$ cat src/rtl/aha_sif_arbiter_pkg.sv
// rtl/aha_sif_arbiter_pkg.sv - shared types for the two-requester SIF memory arbiter
package aha_sif_arbiter_pkg;

    typedef enum logic {
        ARB_UNLOCKED = 1'b0,
        ARB_LOCKED   = 1'b1
    } arb_state_e;

    // One in-flight read: which requester gets the returning data.
    typedef struct packed {
        logic valid;
        logic owner;
    } rd_tag_t;

    function automatic logic [1:0] owner_onehot(input logic owner);
        return owner ? 2'b10 : 2'b01;
    endfunction

endpackage

$ cat src/rtl/aha_sif_arbiter_rd_tag_pipe.sv
// rtl/aha_sif_arbiter_rd_tag_pipe.sv - fixed-latency owner tag shift register for read returns
module aha_sif_arbiter_rd_tag_pipe
    import aha_sif_arbiter_pkg::*;
#(
    parameter int DEPTH = 2
) (
    input  logic       clk,
    input  logic       rst_n,
    input  rd_tag_t    tag_in,
    output logic [1:0] rvalid
);

    rd_tag_t [DEPTH-1:0] stage;

    always_ff @(posedge clk or negedge rst_n) begin
        if (!rst_n) begin
            stage <= '0;
        end else begin
            stage[0] <= tag_in;
            for (int i = 1; i < DEPTH; i++) begin
                stage[i] <= stage[i-1];
            end
        end
    end

    assign rvalid = stage[DEPTH-1].valid ? owner_onehot(stage[DEPTH-1].owner) : 2'b00;

endmodule

$ cat src/rtl/aha_sif_arbiter.sv
// rtl/aha_sif_arbiter.sv - round-robin arbiter with bounded burst lock sharing one SIF memory port
module aha_sif_arbiter
    import aha_sif_arbiter_pkg::*;
#(
    parameter int ADDR_WIDTH = 32,
    parameter int DATA_WIDTH = 64,
    parameter int RD_WS      = 0,
    parameter int MAX_LOCK   = 16,
    localparam int SW        = DATA_WIDTH / 8
) (
    input  logic                    ACLK,
    input  logic                    ARESETn,
    input  logic [1:0]              REQ,
    input  logic [1:0]              LOCK,
    input  logic [2*SW-1:0]         WEN,
    input  logic [2*ADDR_WIDTH-1:0] ADDR,
    input  logic [2*DATA_WIDTH-1:0] WDATA,
    output logic [1:0]              GNT,
    output logic [1:0]              RVALID,
    output logic [DATA_WIDTH-1:0]   RDATA,
    output logic                    MEM_EN,
    output logic [SW-1:0]           MEM_WE,
    output logic [ADDR_WIDTH-1:0]   MEM_ADDR,
    output logic [DATA_WIDTH-1:0]   MEM_WDATA,
    input  logic [DATA_WIDTH-1:0]   MEM_RDATA
);

    localparam int CNT_W = $clog2(MAX_LOCK + 1);

    arb_state_e       state;
    logic             owner;
    logic             last;
    logic [CNT_W-1:0] lock_cnt;

    logic             owner_req;
    logic             other_req;
    logic             hold_lock;
    logic             force_other;
    logic             any_gnt;
    logic             gnt_idx;
    logic             accept;

    logic [SW-1:0]         sel_wen;
    logic [ADDR_WIDTH-1:0] sel_addr;
    logic [DATA_WIDTH-1:0] sel_wdata;
    rd_tag_t               rd_tag;

    assign owner_req   = REQ[owner];
    assign other_req   = REQ[~owner];
    assign hold_lock   = (state == ARB_LOCKED) && owner_req;
    // Lock budget spent while the other side waits: hand it exactly one beat.
    assign force_other = hold_lock && other_req && (lock_cnt == CNT_W'(MAX_LOCK));

    always_comb begin
        any_gnt = 1'b0;
        gnt_idx = 1'b0;
        if (force_other) begin
            any_gnt = 1'b1;
            gnt_idx = ~owner;
        end else if (hold_lock) begin
            any_gnt = 1'b1;
            gnt_idx = owner;
        end else if (REQ == 2'b11) begin
            any_gnt = 1'b1;
            gnt_idx = ~last;
        end else if (REQ[0]) begin
            any_gnt = 1'b1;
            gnt_idx = 1'b0;
        end else if (REQ[1]) begin
            any_gnt = 1'b1;
            gnt_idx = 1'b1;
        end
    end

    assign GNT    = any_gnt ? owner_onehot(gnt_idx) : 2'b00;
    assign accept = |(REQ & GNT);

    assign sel_wen   = gnt_idx ? WEN[2*SW-1:SW]                 : WEN[SW-1:0];
    assign sel_addr  = gnt_idx ? ADDR[2*ADDR_WIDTH-1:ADDR_WIDTH] : ADDR[ADDR_WIDTH-1:0];
    assign sel_wdata = gnt_idx ? WDATA[2*DATA_WIDTH-1:DATA_WIDTH] : WDATA[DATA_WIDTH-1:0];

    always_ff @(posedge ACLK or negedge ARESETn) begin
        if (!ARESETn) begin
            state    <= ARB_UNLOCKED;
            owner    <= 1'b0;
            last     <= 1'b1;
            lock_cnt <= '0;
        end else if (accept) begin
            last <= gnt_idx;
            if (hold_lock && !force_other) begin
                if (LOCK[owner]) begin
                    if (other_req) begin
                        lock_cnt <= lock_cnt + CNT_W'(1);
                    end
                end else begin
                    state    <= ARB_UNLOCKED;
                    lock_cnt <= '0;
                end
            end else if (LOCK[gnt_idx]) begin
                state    <= ARB_LOCKED;
                owner    <= gnt_idx;
                lock_cnt <= REQ[~gnt_idx] ? CNT_W'(1) : '0;
            end else begin
                state    <= ARB_UNLOCKED;
                lock_cnt <= '0;
            end
        end else if (state == ARB_LOCKED && !owner_req) begin
            state    <= ARB_UNLOCKED;
            lock_cnt <= '0;
        end
    end

    // Address and data hold when idle; only the enables drop.
    always_ff @(posedge ACLK or negedge ARESETn) begin
        if (!ARESETn) begin
            MEM_EN    <= 1'b0;
            MEM_WE    <= '0;
            MEM_ADDR  <= '0;
            MEM_WDATA <= '0;
        end else if (accept) begin
            MEM_EN    <= 1'b1;
            MEM_WE    <= sel_wen;
            MEM_ADDR  <= sel_addr;
            MEM_WDATA <= sel_wdata;
        end else begin
            MEM_EN <= 1'b0;
            MEM_WE <= '0;
        end
    end

    assign rd_tag.valid = accept && (sel_wen == '0);
    assign rd_tag.owner = gnt_idx;

    aha_sif_arbiter_rd_tag_pipe #(
        .DEPTH (RD_WS + 2)
    ) u_rd_tag_pipe (
        .clk    (ACLK),
        .rst_n  (ARESETn),
        .tag_in (rd_tag),
        .rvalid (RVALID)
    );

    assign RDATA = MEM_RDATA;

    gnt_legal: assert property (@(posedge ACLK) disable iff (!ARESETn)
        $onehot0(GNT) && ((GNT & ~REQ) == 2'b00));

endmodule
$ cat config.mk
export PLATFORM = sky130hd
export DESIGN_NAME = aha_sif_arbiter
export DESIGN_NICKNAME = d
export VERILOG_FILES = /design/src/rtl/aha_sif_arbiter_pkg.sv /design/src/rtl/aha_sif_arbiter_rd_tag_pipe.sv /design/src/rtl/aha_sif_arbiter.sv
export SDC_FILE = /design/constraint.sdc
export NUM_CORES = 1
export LEC_CHECK = 0
export CAP_MARGIN = 10
export CORE_AREA = 2 2 178 180
export CTS_CLUSTER_SIZE = 8
export DETAILED_ROUTE_END_ITERATION = 12
export DIE_AREA = 0 0 180 182
export GPL_ROUTABILITY_DRIVEN = 0
export PLACE_DENSITY = 0.52
export SYNTH_ARGS = -nofsm -noshare
export SYNTH_HDL_FRONTEND = slang
export SYNTH_SLANG_ARGS = --single-unit
$ cat constraint.sdc
create_clock -name ACLK -period 4.3 [get_ports ACLK]
set_input_delay 0.86 -clock ACLK [delete_from_list [all_inputs] [get_ports ACLK]]
set_output_delay 0.86 -clock ACLK [all_outputs]
set_load 0.01 [all_outputs]
==> impl_metrics.csv <==
group,metric,value,unit
power,power_frac_clock,0.337,
synth,synth_top_cell_by_area,"dfrtp_1",
sta,fin_skew,0.00821,ns
drt,first_iter_violations,179,
floorplanning,fp-row-count,65,
global_routing,grt_pass1_vias,5191,
cts,cts.path.max_buffers,2,
cts,h-tree-depth,4,
cts,post_cts_buffers,0,
layout,antennaDiodeCount,0,
placed_design,dp_hpwl,14000,µm
setup_path,worstPathArrival,2.56,ns
layout,area_growth,60.7,%
setup_path,crit_required,3.44,ns
drt,ant_nets,0,
sta,clock.fmax,293,MHz
power,switching_power,1.24,mW
placed_design,io_buffer_count,322,
floorplanning,chipHeight,182,µm
global_routing,antenna_found_initial,0,
floorplanning,start_util,0.193,
cts,post_cts_resized,0,
cts,root_buffer,"clkbuf_16",
sta,fin_crit,3.42,ns
layout,nets,1123,
synth,avgSynthCellArea,9.97,µm²
run,cap_violations,0,
run_status,outcome,"finished clean",
setup_path,path_class,"in -> out",
synth,synthFlopType,"dfrtp_1",
floorplanning,core-area,0.0310,mm²
synth,synth_top_area_frac,0.485,
cts,cts.clk_slew.worst_paths,0.06,ns
cts,numCtsBuffers,17,
power,intPower,2.94,mW
drt,wire_per_inst,15.5,µm
layout,n_fill_cell,3265,
synth,yosys-top-cells-area,"dfrtp_1, mux2i_1, buf_4",
synth,syn_inst,601,
sta,relSlewSlack,0.280,
global_routing,grt_max_degree,213,
cts,clkLatencyLatePin,0.41,ns
global_routing,grt_first_pass_wirelength,30500,µm
drt,finalWirelength,19500,µm
drt,dr.pass1.iters,4,
sta,finalMaxSlewViolations,0,
cts,cts_sinks,117,
floorplanning,dieWidth,180,µm
power,leakagePower,4.04,nW
drt,drc,0,
sta,setup_tns,0,ns
cts,tritoncts,"built",
synth,ys_seq_area_frac,0.489,
floorplanning,ios,451,
sta,final_hold_viol_count,0,
sta,setup_viol,0,
layout,drive_above_1_share,0.0504,
drt,vias,5117,
synth,synth-edff-count,0,
sta,timing.final.ws_setup,0.883,ns
power,seqPwrFrac,0.355,
global_routing,grt.total_usage,0.120,
setup_path,cp-end-kind,"output port",
worst_hold_path,worstHoldPathType,"reg -> reg",
synth,synth_common_cells,"nand2_1, dfrtp_1, mux2i_1",
cts,ctsHoldBuffers,0,
synth,async_flop_share,1.00,
power,powerDensity,434,mW/mm²
sta,rsz0062_at_grt,"no",
setup_path,cp_max_fo,11,
synth,synth_nets,881,
synth,synth_seq_cells,117,
drt,vias_per_cell,4.07,
synth,syn_area,0.00599,mm²
floorplanning,dieArea,0.0328,mm²
power,share_comb_of_total_power,0.307,
global_routing,overflow,0,
power,swShare,0.296,
placed_design,dp_slack,0.868,ns
power,ir_drop,0.216,mV
sta,fin_crit_sh,0.795,
synth,ys_warn_count,0,
synth,yosysMostFrequentCell,"nand2_1",
sta,tightest_slew,1.08,ns
setup_path,crit_path_start_kind,"input pin",
synth,yosysUniqueCellTypes,37,
placed cells by master, fill, tap and decap left out, types with 3 or more instances in the layout:
master	count
buf_4	3
clkbuf_16	17
clkdlybuf4s50_1	320
clkinv_2	7
dfrtp_1	116
inv_1	4
mux2i_1	100
nand2_1	122
nand4_1	5
nor2_1	5
nor3_1	3
nor4_1	3
o21ai_0	44
o21ai_1	66
final timing paths:
| kind | start | endpoint | slack (ns) | cells past startpoint |
|---|---|---|---|---|
| setup / recovery | REQ[1] | GNT[0] | 0.88 | 5 |
| hold / removal | u_rd_tag_pipe.stage[0] | u_rd_tag_pipe.stage[2] | 0.35 | 0 |
| setup reg to reg | lock_cnt[0] | MEM_WE[6] | 1.68 | 7 |
| hold reg to reg | u_rd_tag_pipe.stage[0] | u_rd_tag_pipe.stage[2] | 0.35 | 0 |
| max in group asynchronous | ARESETn | MEM_WDATA[30] | 2.92 | 2 |
| min in group asynchronous | ARESETn | MEM_WDATA[54] | 0.51 | 1 |
logic make-up (layout without fill, tap and decap cells):
kind of cell             after synthesis  after routing  share of synthesized area
AO/OA/AOI/OAI                        122            122                      0.109
XOR/XNOR                               2              2                    0.00418
adder cells (fa/ha/maj)                2              2                    0.00418
buffers and inverters                107            360                      0.120
flip-flops                           117            117                      0.489
multiplexers                         101            101                      0.169
AND/OR/NAND/NOR                      150            150                      0.105
through the flow:
stage                     utilization  total power [mW]  hold slack [ns]  instance area, µm²  std cells
after floorplan                     -              2.10            0.331                5990        601
after global placement          0.293              2.80            0.333                9070       1226
after detailed placement        0.293              2.81            0.336                9070       1226
after CTS                       0.311              4.27            0.349                9630       1256
after global routing            0.311              4.44            0.365                9630       1256
final                           0.311              4.18            0.346                9630       1256
flip-flops by register name, indices dropped and copies added (netlist names):
| signal | count |
|---|---|
| last | 1 |
| state | 1 |
| MEM_ADDR | 32 |
| MEM_WE | 8 |
| lock_cnt | 5 |
| MEM_WDATA | 64 |
| u_rd_tag_pipe.stage | 4 |
| MEM_EN | 1 |
| owner | 1 |
routing by layer:
layer,GRT usage,wire (µm),share of wire,vias to the layer above
met3,0.0457,1480,0.076,41
li1,-,-,-,2471
met2,0.194,9250,0.47,224
met1,0.140,8140,0.42,2381
met4,0.0602,642,0.033,0
met5,0,0,0,-
power by group through the flow:
stage	Sequential, mW	Combinational, mW	Clock (mW)
2_1_floorplan	1.58	0.518	0
3_3_place_gp	1.50	1.30	0
3_5_place_dp	1.50	1.31	0
4_1_cts	1.49	1.31	1.47
5_1_grt	1.52	1.40	1.52
6_report	1.49	1.28	1.41
worst max-delay path: stages:
cell	delay [ns]
clkdlybuf4s50_1	0.61
nand2_1	0.22
a31oi_4	0.06
nor2b_1	0.23
clkdlybuf4s50_1	0.58
final cells by class:
cell class,count,area (µm²),share of cell area
clock inverter,11,110,0.0114
clock buffer,19,453,0.0470
sequential,117,2930,0.304
inverter,4,15.0,0.00156
tap,402,503,0.0522
multi-input combinational,377,2340,0.243
timing repair buffer,326,3280,0.340
No activity file was read; power rests on OpenSTA's default activity.
